**src/rtl/alu_share_arbiter.sv**
```systemverilog
// alu_share_arbiter: round-robin controller that serializes NREQ requesters
// onto one external combinational ALU.
// Ports:
//   clk, rst_n                  clock, async active-low reset
//   req_valid/req_ready         per-requester issue handshake (ready is one-hot or zero)
//   req_a/req_b/req_op          packed per-requester operands and opcode
//   alu_a/alu_b/alu_op          registered operands presented to the ALU
//   alu_result                  combinational ALU result
//   resp_valid/resp_ready       response handshake
//   resp_result/resp_id/resp_err registered result, owner index, illegal-op flag
module alu_share_arbiter #(
    parameter int unsigned NREQ  = 4,
    parameter int unsigned WIDTH = 16,
    parameter int unsigned IDW   = $clog2(NREQ)
) (
    input  logic                  clk,
    input  logic                  rst_n,
    input  logic [NREQ-1:0]       req_valid,
    output logic [NREQ-1:0]       req_ready,
    input  logic [NREQ*WIDTH-1:0] req_a,
    input  logic [NREQ*WIDTH-1:0] req_b,
    input  logic [NREQ*3-1:0]     req_op,
    output logic [WIDTH-1:0]      alu_a,
    output logic [WIDTH-1:0]      alu_b,
    output logic [2:0]            alu_op,
    input  logic [WIDTH-1:0]      alu_result,
    output logic                  resp_valid,
    input  logic                  resp_ready,
    output logic [WIDTH-1:0]      resp_result,
    output logic [IDW-1:0]        resp_id,
    output logic                  resp_err
);

    // candidate index needs one spare bit so ptr+k never overflows before the modulo
    localparam int unsigned CW = IDW + 1;
    localparam logic [2:0]  OP_MAX_LEGAL = 3'd4;

    typedef enum logic [1:0] {IDLE, EXEC, RESP} state_t;

    state_t           state;
    state_t           state_nxt;
    logic [IDW-1:0]   ptr;
    logic [IDW-1:0]   gnt_idx;
    logic             gnt_found;
    logic             accept;
    logic [CW-1:0]    cand;

    logic [WIDTH-1:0] a_arr  [NREQ];
    logic [WIDTH-1:0] b_arr  [NREQ];
    logic [2:0]       op_arr [NREQ];

    // unpack per-requester payloads
    for (genvar i = 0; i < NREQ; i++) begin : g_unpack
        assign a_arr[i]  = req_a[i*WIDTH +: WIDTH];
        assign b_arr[i]  = req_b[i*WIDTH +: WIDTH];
        assign op_arr[i] = req_op[i*3 +: 3];
    end

    // round-robin search starting just after the last granted index
    always_comb begin
        gnt_found = 1'b0;
        gnt_idx   = '0;
        cand      = '0;
        for (int unsigned k = 1; k <= NREQ; k++) begin
            cand = {1'b0, ptr} + CW'(k);
            if (cand >= CW'(NREQ)) begin
                cand = cand - CW'(NREQ);
            end
            if (!gnt_found && req_valid[cand[IDW-1:0]]) begin
                gnt_found = 1'b1;
                gnt_idx   = cand[IDW-1:0];
            end
        end
    end

    // state register
    always_ff @(posedge clk or negedge rst_n) begin
        if (!rst_n) begin
            state <= IDLE;
        end else begin
            state <= state_nxt;
        end
    end

    // next state and combinational accept
    always_comb begin
        state_nxt = state;
        req_ready = '0;
        accept    = 1'b0;
        unique case (state)
            IDLE: begin
                if (gnt_found) begin
                    req_ready = NREQ'(1) << gnt_idx;
                    accept    = 1'b1;
                    state_nxt = EXEC;
                end
            end
            EXEC:    state_nxt = RESP;
            RESP:    if (resp_ready) state_nxt = IDLE;
            default: state_nxt = IDLE;
        endcase
    end

    // operand latch, result capture; ptr doubles as the latched owner index
    always_ff @(posedge clk or negedge rst_n) begin
        if (!rst_n) begin
            ptr         <= IDW'(NREQ - 1);
            alu_a       <= '0;
            alu_b       <= '0;
            alu_op      <= '0;
            resp_valid  <= 1'b0;
            resp_result <= '0;
            resp_id     <= '0;
            resp_err    <= 1'b0;
        end else begin
            if (accept) begin
                ptr    <= gnt_idx;
                alu_a  <= a_arr[gnt_idx];
                alu_b  <= b_arr[gnt_idx];
                alu_op <= op_arr[gnt_idx];
            end
            if (state == EXEC) begin
                resp_result <= (alu_op > OP_MAX_LEGAL) ? '0 : alu_result;
                resp_id     <= ptr;
                resp_err    <= (alu_op > OP_MAX_LEGAL);
            end
            resp_valid <= (state_nxt == RESP);
        end
    end

endmodule

```
**config.mk**
```make
export PLATFORM = sky130hd
export DESIGN_NAME = alu_share_arbiter
export DESIGN_NICKNAME = d
export VERILOG_FILES = /design/src/rtl/alu_share_arbiter.sv
export SDC_FILE = /design/constraint.sdc
export NUM_CORES = 1
export LEC_CHECK = 0
export BUFFER_PORTS_ARGS = -buffer_cell sky130_fd_sc_hd__buf_4
export CELL_PAD_IN_SITES_DETAIL_PLACEMENT = 0
export CELL_PAD_IN_SITES_GLOBAL_PLACEMENT = 2
export CORE_ASPECT_RATIO = 0.6
export CORE_MARGIN = 4
export CORE_UTILIZATION = 21
export DETAILED_ROUTE_END_ITERATION = 8
export PLACE_DENSITY = 0.83
export SLEW_MARGIN = 20
export SYNTH_ARGS = -nofsm -noshare
export SYNTH_HDL_FRONTEND = slang
export SYNTH_SLANG_ARGS = --single-unit
```
**constraint.sdc**
```tcl
create_clock -name clk -period 1.9 [get_ports clk]
set_input_delay 0.19 -clock clk [delete_from_list [all_inputs] [get_ports clk]]
set_output_delay 0.19 -clock clk [all_outputs]
set_load 0.005 [all_outputs]
```
Yosys cells after proc, flatten, opt, wreduce, memory -nomap -nowiden
Cells that the tools add are included.
{"block": "totals", "reg_bits": 59, "inputBits": 163}
{"block": "classes", "add_sub_neg": 8, "magnitude_cmp": 10, "eq_ne": 3, "shifts": 1, "muxes": 37, "bitwise_logic": 1, "reduce_logical": 7}
{"operator": "$mux 16", "count": 5}
{"operator": "$bmux 16 s2", "count": 2}
{"operator": "$mux 2", "count": 10}
{"operator": "$ge 3x3->1 const B", "count": 5}
{"operator": "$lt 2x3->1 const B", "count": 4}
{"operator": "$mux 1", "count": 10}
{"operator": "$bmux 1 s2", "count": 4}
{"operator": "$mux 4", "count": 2}
{"operator": "$sub 2x1->2 const B", "count": 4}
{"operator": "$add 2x2->3 const B", "count": 2}
{"operator": "$bmux 3 s2", "count": 1}
{"operator": "$mux 3", "count": 2}
{"operator": "$pmux 2 s3", "count": 1}
{"operator": "$eq 2x2->1 const B", "count": 2}
{"operator": "$shl 1x2->4 const A", "count": 1}
{"operator": "$add 2x1->3 const B", "count": 1}
{"operator": "$add 2x3->3 const B", "count": 1}
{"operator": "$gt 3x3->1 const B", "count": 1}
{"operator": "$logic_and 1x1->1", "count": 3}
{"operator": "$logic_not 1->1", "count": 3}
{"operator": "$not 2->3", "count": 1}
{"operator": "$eq 2x1->1 const B", "count": 1}
{"operator": "$logic_not 2->1", "count": 1}

Longest topological paths before layout
{"block": "depth", "ltp_word": 19, "mapped_depth": 8, "depth_no_buf": 5}

Worst setup path before layout
No wires, ideal clock.
{"block": "synth_timing", "path_type": "register to output", "from": "register ptr[1]", "to": "output req_ready[2]", "arrival_time_ns": 1.685, "required_time_ns": 1.710, "setup_slack_ns": 0.025, "path_stages_with_launch": 7, "path_buffers": 3, "cell_sequence": "dfstp_2 > clkbuf_2 > or3b_2 > nand3_1 > buf_2 > buf_2 > nor4_1"}
{"block": "synth_between", "elab_chain_cells": 18, "word_cells_on_any_way": 41}
{"item": "start, declared", "line_no": "42", "text": "logic [IDW-1:0] ptr;"}
{"item": "start signal, assigned", "line_no": "107", "text": "ptr <= IDW'(NREQ - 1);"}
{"item": "start signal, assigned", "line_no": "117", "text": "ptr <= gnt_idx;"}
{"item": "$add 2x1->3", "line_no": "65", "text": "cand = {1'b0, ptr} + CW'(k);"}
{"item": "$ge 3x3->1 or $sub 2x1->2 (tied branches)", "line_no": "66, 67"}
{"item": "$mux 2", "line_no": "66", "text": "if (cand >= CW'(NREQ)) begin"}
{"item": "$bmux 1 s2", "line_no": "69", "text": "if (!gnt_found && req_valid[cand[IDW-1:0]]) begin"}
{"item": "$mux 1 (implied by the code)", "line_no": "69"}
{"item": "$mux 1", "line_no": "69"}
{"item": "$logic_not 1->1", "line_no": "69"}
{"item": "$logic_and 1x1->1", "line_no": "69"}
{"item": "(+2 left out)"}
{"item": "$logic_and 1x1->1", "line_no": "69"}
{"item": "$mux 1", "line_no": "69"}
{"item": "$logic_not 1->1", "line_no": "69"}
{"item": "$logic_and 1x1->1", "line_no": "69"}
{"item": "$mux 2", "line_no": "69"}
{"item": "$shl 1x2->4", "line_no": "93", "text": "req_ready = NREQ'(1) << gnt_idx;"}
{"item": "$mux 4 *", "line_no": "92", "text": "if (gnt_found) begin"}
{"item": "$mux 4 *", "line_no": "90", "text": "unique case (state)"}
{"item": "end, declared", "line_no": "19", "text": "output logic [NREQ-1:0] req_ready,"}
Mark *: on every way between the ends. The rest lies on a longest branch, timed or not. The select of a mux whose other input is x is not followed.

Final worst setup path
{"block": "layout_timing", "from": "register ptr[0]", "to": "output req_ready[0]"}
Same word-level chain as after synthesis.

==> flow_metrics.env <==
export IMPL_grt_remaining_overflow=0
export IMPL_ant_nets=0
export IMPL_vias_per_cell=4.75
export IMPL_slew_viol_final=0
export IMPL_synthTopCellsByArea="dfrtp_1, mux2i_1, and4_1, o31a_1, o211ai_1"
export IMPL_start_kind="flop"
export IMPL_grt_usage=0.159
export IMPL_cts_tree="done"
export IMPL_rrSetupSlack_ns=-0.07
export IMPL_postSynthCellCount=364
export IMPL_die_h_um=109
export IMPL_gp_congestion=0.784
export IMPL_std_cell_rows=36
export IMPL_grt_pass1_wl_mm=23.5
export IMPL_clock_path_buffers=2
export IMPL_htree_levels=3
export IMPL_syn2layout_area_growth_pct=79.4
export IMPL_synthFlopType="dfrtp_1"
export IMPL_core_area_mm2=0.0164
export IMPL_min_period_ns=1.99
export IMPL_firstDrtPassIters=5
export IMPL_final_cells=832
export IMPL_critPathKind="flop to primary output"
export IMPL_synth_cell_type_count=32
export IMPL_placement_io_buffers=221
export IMPL_status="complete, but fails checks"
export IMPL_relSlewSlack=0.454
export IMPL_clockRootBuffer="clkbuf_16"
export IMPL_clock_sinks=59
export IMPL_clock_skew_ns=0.00834
export IMPL_hold_slack_ns=0.0835
export IMPL_hold_viol_final=0
export IMPL_p_total_mw=9.64
export IMPL_critPathMaxStageDelay_ns=0.58
export IMPL_clk_pin_slew_ns=0.06
export IMPL_fp_dieW_um=176
export IMPL_crit_fanout=6
export IMPL_drive_gt1_frac=0.515
export IMPL_antenna_cells=0
export IMPL_syn_nets=527
export IMPL_drtIter0Drc=176
export IMPL_vias=3953
export IMPL_violations="setup timing"
export IMPL_fmax_ghz=0.503
export IMPL_cts_inserted_buffers=9
export IMPL_drv_cap=0
export IMPL_hpwl_mm=11.9
export IMPL_yosysWarnings=0
export IMPL_ys_ff_latch=59
export IMPL_min_path_type="primary input to flop"
export IMPL_io_pins=222
export IMPL_dp_slack_ns=-0.0440
export IMPL_grt_max_degree=60
export IMPL_synth_avg_cell_area_um2=9.82
export IMPL_nets=762
export IMPL_rsz0062_at_grt="true"
export IMPL_tightest_slew_ns=0.819
export IMPL_grt_pass1_vias=4106
export IMPL_die_area_mm2=0.0192
export IMPL_netlist_top_cells_count="dfrtp_1, nand2_1"
export IMPL_setup_viol=20
export IMPL_clk_latency_ns=0.33
export IMPL_yosysSeqAreaShare=0.414
export IMPL_crit_chain="nor2b_4 > o21a_4 > nor3_4 > buf_12 > and2_4 > buf_6"
export IMPL_fin_crit_sh=1.05
export IMPL_critPathSlowestCell="dfstp_2"
export IMPL_cp_end_kind="primary output"
export IMPL_peakVddDrop_uv=541
export IMPL_synth_area_leader_cell="dfrtp_1"
export IMPL_required_ns=1.71
export IMPL_drt_total_wl_mm=16.3
export IMPL_setup_tns_ns=-0.973
export IMPL_start_util=0.218
export IMPL_power_per_cell_area_mw_per_mm2=1500
export IMPL_synth_edff_count=0
export IMPL_dpl_cell_count=798
export IMPL_antenna_found_initial=0
export IMPL_synthArstFlopShare=1.00
export IMPL_synth_top_area_frac=0.399
export IMPL_critical_path_arrival_ns=1.80
export IMPL_worst_slack_ns=-0.0889
export IMPL_route_detailed_drc=0
export IMPL_routedWlPerCell_um=19.6
export IMPL_syn_area_mm2=0.00358
export IMPL_p_leak_nw=2.95
export IMPL_yosysMostFrequentCell="dfrtp_1"
==> layout by cell type, fill, tap and decap left out, types with 4 or more instances in the layout <==
cell and count:
mux2i_4 6, nand2_1 41, buf_12 10, o31a_1 35
nor2_1 5, mux2i_2 6, o21ai_1 4, a22o_1 16
buf_4 241, o211ai_1 35, clkbuf_16 12, mux2i_1 23
o21ai_0 32, buf_6 6, and4_1 35, dfrtp_1 57
==> state kept, by name, summed over array words and instances (netlist names) <==
signal	cells
alu_a	16
alu_b	16
alu_op	3
ptr	2
resp_err	1
resp_id	2
resp_result	16
resp_valid	1
state	2
==> where the power goes <==
part           internal [mW]  switching (mW)
Combinational           3.00            2.56
Sequential              1.90           0.383
Clock                   1.16           0.643
==> per-layer routing <==
layer | GRT usage | part of all wire | up-vias
met2 | 0.240 | 0.44 | 158
met1 | 0.221 | 0.48 | 1904
met3 | 0.0527 | 0.070 | 15
met5 | 0 | 0 | -
li1 | - | - | 1876
met4 | 0.0342 | 0.0093 | 0
==> what timing repair did <==
action / in CTS / in global routing
pin swaps: 3 / 7
gates cloned: 1 / 3
gates resized for setup: 10 / 38
hold buffers: 1 / 0
setup buffers: 7 / 6
hold endpoints to repair: 57 / 0
endpoints found under the setup margin: 6 / 37
==> kinds of logic after synthesis <==
group / share of synthesized area
buf+inv: 0.0504
compound gates: 0.271
flops: 0.414
simple gates: 0.161
mux: 0.104
==> worst max-delay path: cells and delay by family (launching register included) <==
family                 cells  cell delay [ns]
AOI/OAI and AO/OA          1             0.22
and+or+nand+nor            3             0.43
DFF                        1             0.58
buffers and inverters      2             0.26
==> layout make-up <==
class	count	area, um^2
Fill cell	1626	10000
Multi-Input combinational cell	264	2110
Timing Repair Buffer	263	2200
Tap cell	228	285
Clock buffer	9	225
Sequential cell	59	1480
Inverter	2	7.51
Clock inverter	7	101
==> final timing paths <==
path	startpoint	end	cells after the start
max in group asynchronous	rst_n	state[0]	2
worst min register to register	resp_result[1]	resp_result[1]	1
min in group asynchronous	rst_n	alu_a[3]	2
worst min-delay path	alu_result[8]	resp_result[8]	2
worst max-delay path	ptr[0]	req_ready[0]	6
worst max register to register	ptr[0]	alu_a[1]	8
==> through the flow <==
step | area (um^2) | util
floorplan | 3580 | -
global placement | 5640 | 0.343
detailed placement | 5640 | 0.343
CTS | 6110 | 0.372
global route | 6410 | 0.390
finish | 6410 | 0.390
Power figures use the tool's default switching activity.
